File: src/rtl/mem_arb_pkg.sv
// mem_arb_pkg: shared types and width helpers for the memory port arbiter.
package mem_arb_pkg;
  typedef enum logic [1:0] {IDLE = 2'd0, ISSUE = 2'd1, WAIT_RESP = 2'd2} arb_state_t;
  typedef enum logic {OWNER_I = 1'b0, OWNER_D = 1'b1} owner_t;
  function automatic int be_width(input int data_width);
    return data_width / 8;
  endfunction
  localparam int BE_WIDTH = be_width(32);
endpackage

File: src/rtl/mem_port_arbiter_if.sv
// mem_port_arbiter_if: fetch, load/store and memory-side handshake bundle.
interface mem_port_arbiter_if
  import mem_arb_pkg::*;
#(
  parameter int ADDR_WIDTH = 32,
  parameter int DATA_WIDTH = 32
);
  localparam int BW = be_width(DATA_WIDTH);
  logic                  i_req;
  logic [ADDR_WIDTH-1:0] i_addr;
  logic                  i_gnt;
  logic                  i_rvalid;
  logic [DATA_WIDTH-1:0] i_rdata;
  logic                  d_req;
  logic                  d_we;
  logic [ADDR_WIDTH-1:0] d_addr;
  logic [DATA_WIDTH-1:0] d_wdata;
  logic [BW-1:0]         d_be;
  logic                  d_gnt;
  logic                  d_rvalid;
  logic [DATA_WIDTH-1:0] d_rdata;
  logic                  m_req;
  logic                  m_we;
  logic [ADDR_WIDTH-1:0] m_addr;
  logic [DATA_WIDTH-1:0] m_wdata;
  logic [BW-1:0]         m_be;
  logic                  m_ready;
  logic                  m_rvalid;
  logic [DATA_WIDTH-1:0] m_rdata;
  modport master (
    input  i_req, i_addr, d_req, d_we, d_addr, d_wdata, d_be, m_ready, m_rvalid, m_rdata,
    output i_gnt, i_rvalid, i_rdata, d_gnt, d_rvalid, d_rdata, m_req, m_we, m_addr, m_wdata, m_be
  );
  modport slave (
    output i_req, i_addr, d_req, d_we, d_addr, d_wdata, d_be, m_ready, m_rvalid, m_rdata,
    input  i_gnt, i_rvalid, i_rdata, d_gnt, d_rvalid, d_rdata, m_req, m_we, m_addr, m_wdata, m_be
  );
endinterface

File: src/rtl/mux2x1.sv
// mux2x1: generic two-input selector, b chosen when sel is high.
module mux2x1 #(
  parameter int WIDTH = 1
) (
  input  logic [WIDTH-1:0] a,
  input  logic [WIDTH-1:0] b,
  input  logic             sel,
  output logic [WIDTH-1:0] y
);
  assign y = sel ? b : a;
endmodule

File: src/rtl/mem_port_arbiter.sv
// mem_port_arbiter: shares one memory port between fetch (I) and load/store (D), one transaction in flight.
// Define MEM_ARB_STARVE_GUARD_EN to force an I grant after STARVE_LIMIT consecutive D grants while I waits.
module mem_port_arbiter
  import mem_arb_pkg::*;
#(
  parameter int ADDR_WIDTH   = 32,
  parameter int DATA_WIDTH   = 32,
  parameter int STARVE_LIMIT = 4
) (
  input  logic                clk,
  input  logic                reset,
  mem_port_arbiter_if.master  bus,
  output logic                busy
);
  localparam int BW = be_width(DATA_WIDTH);
  arb_state_t            state;
  owner_t                owner;
  owner_t                pick;
  logic                  any_req;
  logic                  arb;
  logic                  issue;
  logic                  rsp;
  logic                  own_d;
  logic [ADDR_WIDTH-1:0] sel_addr;
  logic [DATA_WIDTH-1:0] sel_wdata;
  logic [BW-1:0]         sel_be;
  if (STARVE_LIMIT < 1) begin : g_bad_limit
    $error("STARVE_LIMIT must be at least 1");
  end
  assign any_req = bus.i_req | bus.d_req;
  assign arb     = any_req && (state == IDLE || (state == WAIT_RESP && bus.m_rvalid));
`ifdef MEM_ARB_STARVE_GUARD_EN
  localparam int CW = $clog2(STARVE_LIMIT + 1);
  logic [CW-1:0] starve_cnt;
  assign pick = owner_t'(bus.d_req && !(bus.i_req && starve_cnt == CW'(STARVE_LIMIT)));
  always_ff @(posedge clk or posedge reset)
    if (reset) starve_cnt <= '0;
    else if (arb) starve_cnt <= (pick == OWNER_I) ? '0 : bus.i_req ? starve_cnt + 1'b1 : starve_cnt;
`else
  assign pick = owner_t'(bus.d_req);
`endif
  // Owner is captured at every arbitration point so the payload mux stays fixed through a stall.
  always_ff @(posedge clk or posedge reset)
    if (reset) begin
      state <= IDLE;
      owner <= OWNER_I;
    end else if (arb) begin
      state <= ISSUE;
      owner <= pick;
    end else if (state == ISSUE && bus.m_ready) state <= WAIT_RESP;
    else if (state == WAIT_RESP && bus.m_rvalid) state <= IDLE;
  assign issue = state == ISSUE;
  assign rsp   = state == WAIT_RESP && bus.m_rvalid;
  assign own_d = owner == OWNER_D;
  assign busy  = state != IDLE;
  mux2x1 #(.WIDTH(ADDR_WIDTH)) u_addr_mux (
    .a(bus.i_addr), .b(bus.d_addr), .sel(own_d), .y(sel_addr)
  );
  mux2x1 #(.WIDTH(DATA_WIDTH)) u_wdata_mux (
    .a({DATA_WIDTH{1'b0}}), .b(bus.d_wdata), .sel(own_d), .y(sel_wdata)
  );
  mux2x1 #(.WIDTH(BW)) u_be_mux (
    .a({BW{1'b1}}), .b(bus.d_be), .sel(own_d), .y(sel_be)
  );
  assign bus.m_req    = issue;
  assign bus.m_we     = issue & own_d & bus.d_we;
  assign bus.m_addr   = issue ? sel_addr : '0;
  assign bus.m_wdata  = issue ? sel_wdata : '0;
  assign bus.m_be     = issue ? sel_be : '0;
  assign bus.i_gnt    = issue & bus.m_ready & ~own_d;
  assign bus.d_gnt    = issue & bus.m_ready & own_d;
  assign bus.i_rvalid = rsp & ~own_d;
  assign bus.d_rvalid = rsp & own_d;
  assign bus.i_rdata  = bus.i_rvalid ? bus.m_rdata : '0;
  assign bus.d_rdata  = bus.d_rvalid ? bus.m_rdata : '0;
endmodule
File: src/flat_wrapper.sv
// flat-port wrapper written by rule: the top's interface ports become plain ports
module mem_port_arbiter_flat import mem_arb_pkg::*;
#(
  parameter int ADDR_WIDTH   = 32,
  parameter int DATA_WIDTH   = 32,
  parameter int STARVE_LIMIT = 4
)
  (clk, reset, busy, bus_i_req, bus_i_addr, bus_d_req, bus_d_we, bus_d_addr, bus_d_wdata, bus_d_be, bus_m_ready, bus_m_rvalid, bus_m_rdata, bus_i_gnt, bus_i_rvalid, bus_i_rdata, bus_d_gnt, bus_d_rvalid, bus_d_rdata, bus_m_req, bus_m_we, bus_m_addr, bus_m_wdata, bus_m_be);
  mem_port_arbiter_if #(.ADDR_WIDTH(ADDR_WIDTH), .DATA_WIDTH(DATA_WIDTH)) bus_i ();
  input  logic clk;
  input  logic reset;
  output logic busy;
  input wire logic [$bits(bus_i.i_req)-1:0] bus_i_req;
  input wire logic [$bits(bus_i.i_addr)-1:0] bus_i_addr;
  input wire logic [$bits(bus_i.d_req)-1:0] bus_d_req;
  input wire logic [$bits(bus_i.d_we)-1:0] bus_d_we;
  input wire logic [$bits(bus_i.d_addr)-1:0] bus_d_addr;
  input wire logic [$bits(bus_i.d_wdata)-1:0] bus_d_wdata;
  input wire logic [$bits(bus_i.d_be)-1:0] bus_d_be;
  input wire logic [$bits(bus_i.m_ready)-1:0] bus_m_ready;
  input wire logic [$bits(bus_i.m_rvalid)-1:0] bus_m_rvalid;
  input wire logic [$bits(bus_i.m_rdata)-1:0] bus_m_rdata;
  output wire logic [$bits(bus_i.i_gnt)-1:0] bus_i_gnt;
  output wire logic [$bits(bus_i.i_rvalid)-1:0] bus_i_rvalid;
  output wire logic [$bits(bus_i.i_rdata)-1:0] bus_i_rdata;
  output wire logic [$bits(bus_i.d_gnt)-1:0] bus_d_gnt;
  output wire logic [$bits(bus_i.d_rvalid)-1:0] bus_d_rvalid;
  output wire logic [$bits(bus_i.d_rdata)-1:0] bus_d_rdata;
  output wire logic [$bits(bus_i.m_req)-1:0] bus_m_req;
  output wire logic [$bits(bus_i.m_we)-1:0] bus_m_we;
  output wire logic [$bits(bus_i.m_addr)-1:0] bus_m_addr;
  output wire logic [$bits(bus_i.m_wdata)-1:0] bus_m_wdata;
  output wire logic [$bits(bus_i.m_be)-1:0] bus_m_be;
  assign bus_i.i_req = bus_i_req;
  assign bus_i.i_addr = bus_i_addr;
  assign bus_i.d_req = bus_d_req;
  assign bus_i.d_we = bus_d_we;
  assign bus_i.d_addr = bus_d_addr;
  assign bus_i.d_wdata = bus_d_wdata;
  assign bus_i.d_be = bus_d_be;
  assign bus_i.m_ready = bus_m_ready;
  assign bus_i.m_rvalid = bus_m_rvalid;
  assign bus_i.m_rdata = bus_m_rdata;
  assign bus_i_gnt = bus_i.i_gnt;
  assign bus_i_rvalid = bus_i.i_rvalid;
  assign bus_i_rdata = bus_i.i_rdata;
  assign bus_d_gnt = bus_i.d_gnt;
  assign bus_d_rvalid = bus_i.d_rvalid;
  assign bus_d_rdata = bus_i.d_rdata;
  assign bus_m_req = bus_i.m_req;
  assign bus_m_we = bus_i.m_we;
  assign bus_m_addr = bus_i.m_addr;
  assign bus_m_wdata = bus_i.m_wdata;
  assign bus_m_be = bus_i.m_be;
  mem_port_arbiter #(.ADDR_WIDTH(ADDR_WIDTH), .DATA_WIDTH(DATA_WIDTH), .STARVE_LIMIT(STARVE_LIMIT)) u_core (.clk(clk), .reset(reset), .bus(bus_i), .busy(busy));
endmodule
File: config.mk
export PLATFORM = sky130hd
export DESIGN_NAME = mem_port_arbiter_flat
export DESIGN_NICKNAME = d
export VERILOG_FILES = /design/src/rtl/mem_arb_pkg.sv /design/src/rtl/mem_port_arbiter_if.sv /design/src/rtl/mux2x1.sv /design/src/rtl/mem_port_arbiter.sv /design/src/flat_wrapper.sv
export SDC_FILE = /design/constraint.sdc
export NUM_CORES = 1
export LEC_CHECK = 0
export BUFFER_PORTS_ARGS = -buffer_cell sky130_fd_sc_hd__buf_4
export CORE_AREA = 2 2 109 111
export CTS_CLUSTER_SIZE = 28
export DETAILED_ROUTE_END_ITERATION = 10
export DIE_AREA = 0 0 111 113
export SLEW_MARGIN = 20
export SYNTH_ARGS = -nofsm -noshare
export SYNTH_HDL_FRONTEND = slang
export SYNTH_SLANG_ARGS = --single-unit
File: constraint.sdc
create_clock -name clk -period 2.1 [get_ports clk]
set_input_delay 0.525 -clock clk [delete_from_list [all_inputs] [get_ports clk]]
set_output_delay 0.525 -clock clk [all_outputs]
set_load 0.05 [all_outputs]
### After elaboration in Yosys (flattened, before gate mapping)

Cells that the tools add are included.

* flip-flop bits (word level): 3
* latch bits: 0
* memory bits (writable): 0
* ROM bits: 0
* memories: 0

* $add $sub $neg: 0
* multipliers: 0
* divide/modulo/power cells: 0
* magnitude comparators: 0
* equality and inequality tests: 2
* shifts and indexed selects: 0
* mux-type cells: 11
* bitwise logic cells: 9
* reductions and logical operators: 7

Operators by type and width (count)
* 32-bit 2-to-1 mux: 6
* 4-bit 2-to-1 mux: 2
* 1-bit AND: 7
* 2-bit 2-to-1 mux: 3
* 1-bit logical AND: 3
* 3-bit nonzero test: 1
* 2-bit by 1-bit equality test with 1-bit output (second input constant): 1
* 2-bit equality test (second input constant): 1
* 2-bit logical NOT: 1
* 2-bit nonzero test: 1
* 1-bit logical OR: 1
* 1-bit NOT: 1
* 1-bit OR: 1

### Logic depth before layout (Yosys ltp)

Gate-level depths: netlist of run 1.

* depth after elaboration: 5
* mapped depth: 5

### Hierarchy

A second synthesis of run 1 with hierarchy kept.

* cells, all modules: 254
* area total of the unflattened synthesis: 2308.5 um2

By module, submodules not included
* mem_port_arbiter: times used 1, cells an instance 178, area an instance 1174.9 um2, sequential area each 75.1 um2
* mux2x1 at u_core.u_addr_mux ...: times used 2, cells an instance 36, area an instance 544.3 um2, sequential area each 0.0 um2
* mux2x1 at u_core.u_be_mux: times used 1, cells an instance 4, area an instance 45.0 um2, sequential area each 0.0 um2

### Least setup slack after synthesis of run 1

Ideal clock, no wire load.

* path kind: flip-flop to output port
* start: register u_core.owner (netlist: u_core.own_d)
* end: output bus_d_gnt
* arrival time: 1.796 ns
* required time: 1.575 ns
* slack: -0.221 ns
* cell stages (with the launch flop): 4
* path buffers: 2
* cell sequence: dfrtp_1 buf_6 buf_2 nor3b_1

* longest elaborated chain between the ends: 1

Ends and longest elaborated chain
* from (decl): RTL line mem_port_arbiter.sv:17 `owner_t owner;`
* from (signal assigned): RTL line mem_port_arbiter.sv:49 `owner <= pick;`
* 1-bit AND: RTL line mem_port_arbiter.sv:71 `assign bus.d_gnt = issue & bus.m_ready & own_d;`
* to (decl): RTL line flat_wrapper.sv:26 `output wire logic [$bits(bus_i.d_gnt)-1:0] bus_d_gnt;`

No other way between the ends.

### Worst setup path after layout of run 1

* start: register u_core.owner (netlist: u_core.own_d)
* end: output bus_i_rdata[14]

* longest elaborated chain between the ends: 3

Ends and longest elaborated chain
* 1-bit NOT: RTL line mem_port_arbiter.sv:72 `assign bus.i_rvalid = rsp & ~own_d;`
* 1-bit AND: RTL line mem_port_arbiter.sv:72
* 32-bit 2-to-1 mux: RTL line mem_port_arbiter.sv:74 `assign bus.i_rdata = bus.i_rvalid ? bus.m_rdata : '0;`
* to (decl): RTL line flat_wrapper.sv:25 `output wire logic [$bits(bus_i.i_rdata)-1:0] bus_i_rdata;`

No other way between the ends.

==> reports/qor.tcl, run 1 <==
set qor(syn_area_per_cell_um2) 6.81
set qor(clock-sinks) 3
set qor(critPathMaxFanout) 33
set qor(critical_path_class) {reg -> out}
set qor(setup_skew_ns) 0.00244
set qor(grt_pass1_vias) 2549
set qor(max_cap_viols) 0
set qor(die_w_um) 111
set qor(total_nets_final) 630
set qor(worstMarginPinSlew_ns) 0.272
set qor(synth_compound_gate_area_share) 0.0291
set qor(tritoncts) {yes}
set qor(fp.dieH_um) 113
set qor(hold_path_class) {in -> async}
set qor(layout_min_cycle_time_ns) 2.03
set qor(clock_tree.htree_level_count) 1
set qor(synth_seq_area_share) 0.0499
set qor(detail_route.first_pass.iterations) 4
set qor(critical_path_buf_inv_count) 2
set qor(design_area_mm2) 0.00383
set qor(detailroute.via_count) 2591
set qor(worst_setup_path_start_kind) {register}
set qor(synth-edff-count) 0
set qor(crit_required_ns) 1.57
set qor(floorplan.initialDensity) 0.134
set qor(yosys_warnings) 0
set qor(relSlewSlack) 0.818
set qor(synthSimpleGateAreaFrac) 0.554
set qor(flow.area_growth_from_synthesis_pct) 154
set qor(power_per_cell_area_mw_per_mm2) 1080
set qor(synthesis.area_mm2) 0.00151
set qor(fin_hold_ws_ns) 0.173
set qor(drt_iter0_drc) 105
set qor(final_setup_violations) 0
set qor(gp_congestion) 0.803
set qor(netlist_instances) 221
set qor(clockBufferDepth) 2
set qor(synth_fa_ha_area_frac) 0
set qor(pin_count) 278
set qor(critical_path.cell_chain) {and2b_1 > buf_12 > and3_1 > buf_4}
set qor(postSynthRegisterBits) 3
set qor(cts.reportedPaths.clkPinSlew_ns) 0.03
set qor(full_die_area_mm2) 0.0125
set qor(netlist.top_cell.by_area) {sky130_fd_sc_hd__and3_1}
set qor(p_leak_nw) 2.39
set qor(clockRootBuffer) {sky130_fd_sc_hd__clkbuf_16}
set qor(synth_top_family_by_area) {simple AND/OR/NAND/NOR gates}
set qor(drc) 0
set qor(timing.fmax_mhz) 492
set qor(post-synth-top-count-cell) {sky130_fd_sc_hd__and3_1}
set qor(post_synth_mux_area_share) 0.213
set qor(post_dp_cell_area_mm2) 0.00363
set qor(ir_drop_v) 0.000591
set qor(netlist_top_cells_count) {sky130_fd_sc_hd__and3_1 (64), sky130_fd_sc_hd__and2_1 (35), sky130_fd_sc_hd__nor2_1 (35), sky130_fd_sc_hd__mux2i_1 (32), sky130_fd_sc_hd__buf_6 (13)}
set qor(critical_path_depth) 4
set qor(layout_setup_ws_ns) 0.0657
set qor(synth-main-ff-cell) {sky130_fd_sc_hd__dfrtp_1}
set qor(run_status) {completed}
set qor(grt_pass1_wl_um) 13100
set qor(final_antenna_net_count) 0
set qor(slowest_delay_ns) 0.46
set qor(min_period_over_period) 0.969
set qor(endpoint_type_of_the_worst_setup_path) {output port}
set qor(maximum_number_of_pins_on_one_net_before_global_route_repair) 68
set qor(vias_per_cell) 4.09
set qor(core_area_mm2) 0.0113
set qor(fraction_of_final_layout_cells_with_drive_strength_greater_than_1) 0.618
set qor(yosys-top-cells-area) {sky130_fd_sc_hd__and3_1 (27%), sky130_fd_sc_hd__mux2i_1 (21%), sky130_fd_sc_hd__and2_1 (15%)}
set qor(synthesis.nets) 360
set qor(post-place-ws_ns) 0.139
set qor(totalNegativeSetupSlack_ns) 0
set qor(row_count) 39
set qor(grt_overflow_total) 0
set qor(cts-buffers-inserted) 3
set qor(power.total_mw) 4.14
set qor(async_flop_share) 1.00
set qor(critPathTopFamily) {flip-flops}
set qor(grt_antenna_before_repair) 0
set qor(ys_types) 24
set qor(detailed_place_hpwl_um) 7010
set qor(globalRouteTotalUtil) 0.126
set qor(wl_cell_um) 14.3
set qor(port_buffers) 277
set qor(synth_xor_area_frac) 0
set qor(hold_violations) 0
set qor(worstPathArrival_ns) 1.51
set qor(critical_path.slowest_cell) {sky130_fd_sc_hd__dfrtp_2}
set qor(clk-insertion-delay-late_ns) 0.23
set qor(timing.final.max_slew_violations) 0
set qor(r2r.worst_path.cells) 4
set qor(detail_route.wirelength_um) 9070
set qor(synth_top_cell_area_share) 0.266
metrics by stage:
step | util | cells
after floorplan | - | 221
final | 0.339 | 634
after CTS | 0.332 | 627
after detailed placement | 0.322 | 621
after global placement | 0.322 | 621
after global routing | 0.339 | 633
final cells by class:
class,instances,area [µm²]
diodes,1,2.50
clock buffers,4,78.8
fillers,1202,7450
inverters,6,22.5
multi-input cells,188,1230
flip-flops and latches,3,78.8
well taps,143,179
repair buffers,289,2230
final timing paths:
kind | start | to | slack [ns]
max in group asynchronous | reset | u_core.own_d | 1.77
hold / removal | reset | u_core.state[1] | 0.17
hold reg to reg | u_core.state[0] | u_core.state[1] | 0.69
setup / recovery | u_core.own_d | bus_i_rdata[14] | 0.07
setup reg to reg | u_core.state[1] | u_core.state[0] | 0.95
min in group clk | bus_m_ready | u_core.state[1] | 0.57
per-layer routing:
layer  vias up  global-route usage  part of all wire
li1       1287                   -                 -
met1      1166               0.142              0.37
met2       126               0.245              0.54
met3        12              0.0230             0.069
met4         0              0.0300             0.017
met5         -                   0                 0
flip-flops by register name, summed over array words and instances (netlist names):
name	flops
u_core.state	2
u_core.own_d	1
cell usage in the layout, fill, tap and decap left out, drive strengths merged:
cell    instances
buf           288
and3           64
and2           37
nor2           35
mux2i          32
inv             6
a21oi           5
clkbuf          5
nand2b          3
dfrtp           3
o21ai           2
nor2b           2
and3b           2
diode           1
and2b           1
or2             1
nand2           1
nor3            1
nor3b           1
o22a            1
report_power, final:
group | switching [mW] | leakage, nW | total, mW | internal [mW]
clock | 0.0570 | 0.0382 | 0.308 | 0.251
combinational | 2.41 | 2.32 | 3.67 | 1.26
sequential | 0.0746 | 0.0288 | 0.165 | 0.0900
total | 2.54 | 2.39 | 4.14 | 1.60
cell families after synthesis:
kind of cell           Yosys count
DFF                              3
and+or+nand+nor                146
AOI/OAI and AO/OA                8
buffers and inverters           32
muxes                           32
timing repair:
item,in CTS,in global routing
setup endpoints to repair,65,92
pin swaps,0,0
gates resized for setup,6,5
cloned,2,1
hold buffers,0,0
buffers inserted,0,5
No activity file was read; power rests on OpenSTA's default activity.
==> inputs of run 2 (changes only) <==
Settings changed: ABC_AREA set to 1, CORE_AREA 2 2 109 111 to 2 2 108 110, DIE_AREA 0 0 111 113 to 0 0 110 112, RECOVER_POWER set to 50.
==> run 2 against run 1 <==
Net effect: the flow now finishes with violations (setup timing); count of clock-buffer cells in the layout did not move; first-iteration DRC count fell by 22%; critical path depth rose by 2; utilization rose by 7.5 points; register-to-register slack improved by 0.10 ns; critical path type unchanged; largest cell class unchanged.
==> reports/qor.tcl, run 2 <==
set qor(run_status) {finished, violations left}
set qor(violated_checks) {setup timing}
set qor(async_flop_share) 1.00
set qor(worst_setup_path_start_kind) {register}
set qor(crit_required_ns) 1.57
set qor(core_occupancy_in_the_finished_layout) 0.415
set qor(crit_path_start) {u_core.state[0]}
set qor(drt_iter0_drc) 82
set qor(hold_path_class) {in -> async}
set qor(post-place-ws_ns) 0.149
set qor(antennaDiodeCount) 0
set qor(syn_area_per_cell_um2) 4.45
set qor(timing.fmax_mhz) 472
set qor(min_period_over_period) 1.01
set qor(postSynthRegisterBits) 3
set qor(r2r.worst_path.cells) 4
set qor(total_nets_final) 730
set qor(ys_types) 15
set qor(detail_route.first_pass.iterations) 4
set qor(clock-sinks) 3
set qor(switching_share) 0.633
set qor(hold_violations) 0
set qor(cts.reportedPaths.clkPinSlew_ns) 0.03
set qor(die_w_um) 110
set qor(post_cts_hold_buffer_count) 0
set qor(cts-buffers-inserted) 3
set qor(detailroute.via_count) 2969
set qor(power_frac_comb) 0.923
set qor(synth-edff-count) 0
set qor(grt_pass1_wl_um) 12600
set qor(critical_path_class) {reg -> out}
set qor(critical_path.endpoint) {bus_d_rdata[23]}
set qor(critical_path.cell_chain) {buf_6 > nor3_4 > nand2_2 > buf_12 > nor2_2 > buf_6}
set qor(core_area_mm2) 0.0112
set qor(regToRegStartpoint) {u_core.state[1]}
set qor(max_cap_viols) 0
set qor(r2r_setup_slack_ns) 1.05
set qor(ir_drop_v) 0.000584
set qor(synthesis.area_mm2) 0.00142
set qor(final_antenna_net_count) 0
set qor(capturing_point_of_the_worst_reg2reg_path) {u_core.state[0]}
set qor(worstPathArrival_ns) 1.59
set qor(tritoncts) {yes}
set qor(row_count) 39
set qor(synth-main-ff-cell) {sky130_fd_sc_hd__dfrtp_1}
set qor(clock_tree.htree_level_count) 1
set qor(layout_commonest_cell) {sky130_fd_sc_hd__buf_4}
set qor(grt_pass1_vias) 2706
set qor(endpoint_type_of_the_worst_setup_path) {output port}
set qor(synthesis.nets) 459
set qor(grt_overflow_total) 0
set qor(netlist_instances) 320
set qor(gp_congestion) 0.776
set qor(synth_seq_area_share) 0.0528
set qor(synth_top_cell_area_share) 0.282
set qor(globalRouteTotalUtil) 0.127
set qor(critical-path-top-cell-by-count) {sky130_fd_sc_hd__buf_6}
set qor(power_frac_clock) 0.054
set qor(largest_register) {u_core.state}
set qor(full_die_area_mm2) 0.0123
set qor(maximum_number_of_pins_on_one_net_before_global_route_repair) 57
set qor(yosys-top-cells-area) {sky130_fd_sc_hd__nor2_1 (28%), sky130_fd_sc_hd__nand2_1 (28%), sky130_fd_sc_hd__a21oi_1 (12%)}
set qor(detailed_place_hpwl_um) 6940
set qor(power_report.internal_total_mw) 2.09
set qor(critPathMaxFanout) 33
set qor(clk-insertion-delay-late_ns) 0.23
set qor(port_buffers) 277
set qor(relSlewSlack) 0.841
set qor(vias_per_cell) 4.05
set qor(total_switching_power_mw) 3.60
set qor(drc) 0
set qor(final_setup_violations) 1
set qor(post-synth-top-count-cell) {sky130_fd_sc_hd__nor2_1}
set qor(p_leak_nw) 2.38
set qor(layout_min_cycle_time_ns) 2.12
set qor(grt_antenna_before_repair) 0
set qor(layout_setup_ws_ns) -0.0165
set qor(slowest_delay_ns) 0.39
set qor(wl_cell_um) 12.3
set qor(largest_reg_flops) 2
set qor(clockBufferDepth) 2
set qor(yosys_warnings) 0
set qor(sequentialPowerShare) 0.023
set qor(worstMarginPinSlew_ns) 0.238
set qor(fp.dieH_um) 112
set qor(power_per_cell_area_mw_per_mm2) 1230
set qor(most-common-layout-cells) {sky130_fd_sc_hd__buf_4 (183), sky130_fd_sc_hd__nand2_1 (105), sky130_fd_sc_hd__buf_6 (98), sky130_fd_sc_hd__nor2_2 (78), sky130_fd_sc_hd__inv_1 (37)}
set qor(netlist_top_cells_count) {sky130_fd_sc_hd__nor2_1 (107), sky130_fd_sc_hd__nand2_1 (105), sky130_fd_sc_hd__inv_1 (38), sky130_fd_sc_hd__a21oi_1 (33), sky130_fd_sc_hd__buf_6 (9)}
set qor(flow.area_growth_from_synthesis_pct) 226
set qor(detail_route.wirelength_um) 9040
set qor(pin_count) 278
set qor(floorplan.initialDensity) 0.127
set qor(rsz_0062_raised_after_global_routing) {yes}
set qor(netlist.top_cell.by_area) {sky130_fd_sc_hd__nor2_1}
set qor(fraction_of_final_layout_cells_with_drive_strength_greater_than_1) 0.720
set qor(timing.final.max_slew_violations) 0
set qor(critical_path.slowest_cell) {sky130_fd_sc_hd__dfrtp_1}
set qor(setup_skew_ns) 0.000222
set qor(clockRootBuffer) {sky130_fd_sc_hd__clkbuf_16}
-- run 2: kinds of logic after synthesis --
group | Yosys count | share of synthesized area
AND/OR/NAND/NOR | 217 | 0.592
buffers and inverters | 66 | 0.236
AO/OA/AOI/OAI | 34 | 0.120
flip-flops | 3 | 0.0528
-- run 2: power groups by stage --
stage	clock network (mW)	logic, mW	registers (mW)
after floorplan	0	3.34	0.115
final	0.308	5.25	0.131
after detailed placement	0	4.71	0.124
after global placement	0	4.67	0.124
after global routing	0.321	5.55	0.137
after CTS	0.314	4.85	0.127
-- run 2: routing by layer --
layer / global-route usage / vias to the layer above / wire [µm]
li1: - / 1473 / -
met1: 0.130 / 1307 / 2960
met2: 0.259 / 173 / 5000
met3: 0.0240 / 16 / 917
met4: 0.0228 / 0 / 162
met5: 0 / - / 0
-- run 2: worst min-delay path by stage --
stage           from              end  slack (ns)
6_report       reset  u_core.state[0]        0.18
5_1_grt        reset     u_core.own_d        0.19
2_1_floorplan  reset     u_core.own_d        0.28
4_1_cts        reset  u_core.state[1]        0.18
3_3_place_gp   reset  u_core.state[1]        0.41
3_5_place_dp   reset  u_core.state[1]        0.42
-- run 2: timing repair --
item / CTS / global route
gates resized for setup: 10 / 122
setup endpoints to repair: 62 / 93
pin swaps: 1 / 1
cloned: 1 / 1
setup buffers: 0 / 1
-- run 2: layout make-up --
type                    instances  area, µm²
well taps                     143        179
repair buffers                291       2690
multi-input cells             251       1460
inverters                      41        159
flip-flops and latches          3       77.6
clock buffers                   4       78.8
fillers                      1109       6540
-- run 2: worst max-delay path: cells and delay by family (launching register included) --
kind / cells / cell delay [ns]
buffers and inverters: 3 / 0.50
AND/OR/NAND/NOR: 3 / 0.45
flip-flops: 1 / 0.39
-- run 2: per-stage QoR --
step / instance area, µm² / TNS, ns / instances / hold slack, ns / total power, mW
final: 4630 / -0.0165 / 733 / 0.179 / 5.69
after floorplan: 1770 / -9.64 / 320 / 0.279 / 3.46
after detailed placement: 4000 / 0 / 726 / 0.417 / 4.83
after global routing: 4630 / -2.27 / 733 / 0.192 / 6.00
after global placement: 4000 / 0 / 726 / 0.408 / 4.79
after CTS: 4150 / -0.0172 / 731 / 0.182 / 5.29
==> inputs of run 3 (changes only) <==
Settings changed: SETUP_SLACK_MARGIN set to 0.4.
==> run 3 against run 2 <==
Net effect: the run now ends clean; first-iteration DRC count down 2.4%; worst hold slack improved by 0.0030 ns; fmax increased by 1.8%; design area rose by 44%; global-route usage increased by 3.3 points; wire length increased by 31%; clock power decreased by 3%; non-clock buffer count rose by 39; via count grew 9.3%; combinational power increased by 53%.
==> reports/qor.tcl, run 3 (synthesized netlist as in run 2, its figures left out) <==
set qor(relSlewSlack) 0.851
set qor(clk-insertion-delay-late_ns) 0.22
set qor(crit_required_ns) 1.57
set qor(globalRouteTotalUtil) 0.160
set qor(most-common-layout-cells) {sky130_fd_sc_hd__buf_4 (143), sky130_fd_sc_hd__nor2_4 (104), sky130_fd_sc_hd__nand2_1 (96), sky130_fd_sc_hd__buf_8 (85), sky130_fd_sc_hd__buf_6 (68)}
set qor(crit_path_start) {u_core.state[0]}
set qor(wl_cell_um) 15.3
set qor(post_dp_cell_area_mm2) 0.00483
set qor(detailed_place_hpwl_um) 7630
set qor(rsz_0062_raised_after_global_routing) {yes}
set qor(setup_skew_ns) 0.00177
set qor(min_period_over_period) 0.990
set qor(power_frac_clock) 0.035
set qor(critical_path_class) {reg -> out}
set qor(gp_congestion) 0.764
set qor(design_area_mm2) 0.00667
set qor(hold_path_class) {in -> async}
set qor(detailroute.via_count) 3244
set qor(regToRegStartpoint) {u_core.own_d}
set qor(power_report.internal_total_mw) 3.78
set qor(total_nets_final) 770
set qor(capturing_point_of_the_worst_reg2reg_path) {u_core.own_d}
set qor(die_w_um) 110
set qor(clock-sinks) 3
set qor(core_occupancy_in_the_finished_layout) 0.597
set qor(floorplan.initialDensity) 0.127
set qor(power_frac_comb) 0.949
set qor(multi_input_area_mm2) 0.00224
set qor(ir_drop_v) 0.000974
set qor(cts-buffers-inserted) 3
set qor(fraction_of_final_layout_cells_with_drive_strength_greater_than_1) 0.787
set qor(critPathMaxFanout) 10
set qor(r2r_setup_slack_ns) 0.91
set qor(grt_antenna_before_repair) 0
set qor(core_area_mm2) 0.0112
set qor(detail_route.first_pass.iterations) 3
set qor(timing.fmax_mhz) 481
set qor(critical_path.endpoint) {bus_i_rdata[14]}
set qor(total_switching_power_mw) 4.70
set qor(clockRootBuffer) {sky130_fd_sc_hd__clkbuf_16}
set qor(clockBufferDepth) 2
set qor(drc) 0
set qor(grt_pass1_wl_um) 15800
set qor(row_count) 39
set qor(worstMarginPinSlew_ns) 0.224
set qor(layout_commonest_cell) {sky130_fd_sc_hd__buf_4}
set qor(drt_iter0_drc) 80
set qor(endpoint_type_of_the_worst_setup_path) {output port}
set qor(switching_share) 0.554
set qor(largest_register) {u_core.state}
set qor(worst_setup_path_start_kind) {register}
set qor(grt_overflow_total) 0
set qor(layout_min_cycle_time_ns) 2.08
set qor(final_setup_violations) 0
set qor(clock_tree.htree_level_count) 1
set qor(tritoncts) {yes}
set qor(power_per_cell_area_mw_per_mm2) 1270
set qor(detail_route.wirelength_um) 11800
set qor(maximum_number_of_pins_on_one_net_before_global_route_repair) 29
set qor(antennaDiodeCount) 0
set qor(fp.dieH_um) 112
set qor(worstPathArrival_ns) 1.55
set qor(sequentialPowerShare) 0.015
set qor(p_leak_nw) 2.94
set qor(timing.final.max_slew_violations) 0
set qor(seq_area_um2) 77.6
set qor(final_antenna_net_count) 0
set qor(max_cap_viols) 0
set qor(run_status) {completed}
set qor(totalNegativeSetupSlack_ns) 0
set qor(grt_pass1_vias) 3272
set qor(r2r.worst_path.cells) 6
set qor(hold_violations) 0
set qor(cts.reportedPaths.clkPinSlew_ns) 0.03
set qor(port_buffers) 277
set qor(vias_per_cell) 4.20
set qor(largest_reg_flops) 2
set qor(fillCellCount) 915
set qor(full_die_area_mm2) 0.0123
set qor(pin_count) 278
set qor(flow.area_growth_from_synthesis_pct) 369
run 3: final cells by class:
type,count,share of cell area
Timing Repair Buffer,330,0.583
Inverter,41,0.0285
Tap cell,143,0.0268
Multi-Input combinational cell,251,0.336
Sequential cell,3,0.0116
Timing Repair inverter,1,0.00244
Clock buffer,4,0.0118
run 3: what timing repair did:
item                                    4_1_cts  5_1_grt
buffers inserted                             17        6
endpoints found under the setup margin      137      138
pin swaps                                     6        8
gates cloned                                 11        5
hold buffers                                  0        0
gates resized for setup                     193      108
run 3: worst min path at each step:
stage,end,startpoint,slack [ns],cells after the start
6_report,u_core.state[0],reset,0.18,2
3_3_place_gp,u_core.state[0],reset,0.41,2
5_1_grt,u_core.state[0],reset,0.19,2
3_5_place_dp,u_core.state[1],reset,0.41,2
4_1_cts,u_core.state[0],reset,0.18,2
2_1_floorplan,u_core.own_d,reset,0.28,1
run 3: layer usage:
layer  vias up  track usage  wire [µm]
met1      1510        0.164       3890
met3         6       0.0316       1010
li1       1562            -          -
met2       166        0.328       6820
met4         0       0.0245         74
met5         -            0          0
run 3: critical path, cell delays in order (launching register included):
cell and delay, ns:
sky130_fd_sc_hd__dfrtp_2 0.42, sky130_fd_sc_hd__nor3_4 0.22, sky130_fd_sc_hd__buf_4 0.17, sky130_fd_sc_hd__nand2_8 0.08, sky130_fd_sc_hd__buf_12 0.17, sky130_fd_sc_hd__nor2_4 0.11
sky130_fd_sc_hd__buf_8 0.15
run 3: through the flow:
stage,hold WS [ns],power (mW),worst slack [ns],cells
floorplan,0.279,4.22,0.0468,320
global placement,0.409,5.64,0.0288,730
detailed placement,0.408,5.68,0.0120,730
CTS,0.183,7.66,0.0298,762
global route,0.193,8.81,-0.0362,773
finish,0.182,8.48,0.0211,773
run 3: power groups by stage:
stage	clock [mW]	sequential (mW)	combinational, mW
2_1_floorplan	0	0.115	4.11
3_3_place_gp	0	0.142	5.50
3_5_place_dp	0	0.142	5.54
4_1_cts	0.303	0.132	7.22
5_1_grt	0.310	0.136	8.37
6_report	0.299	0.131	8.05
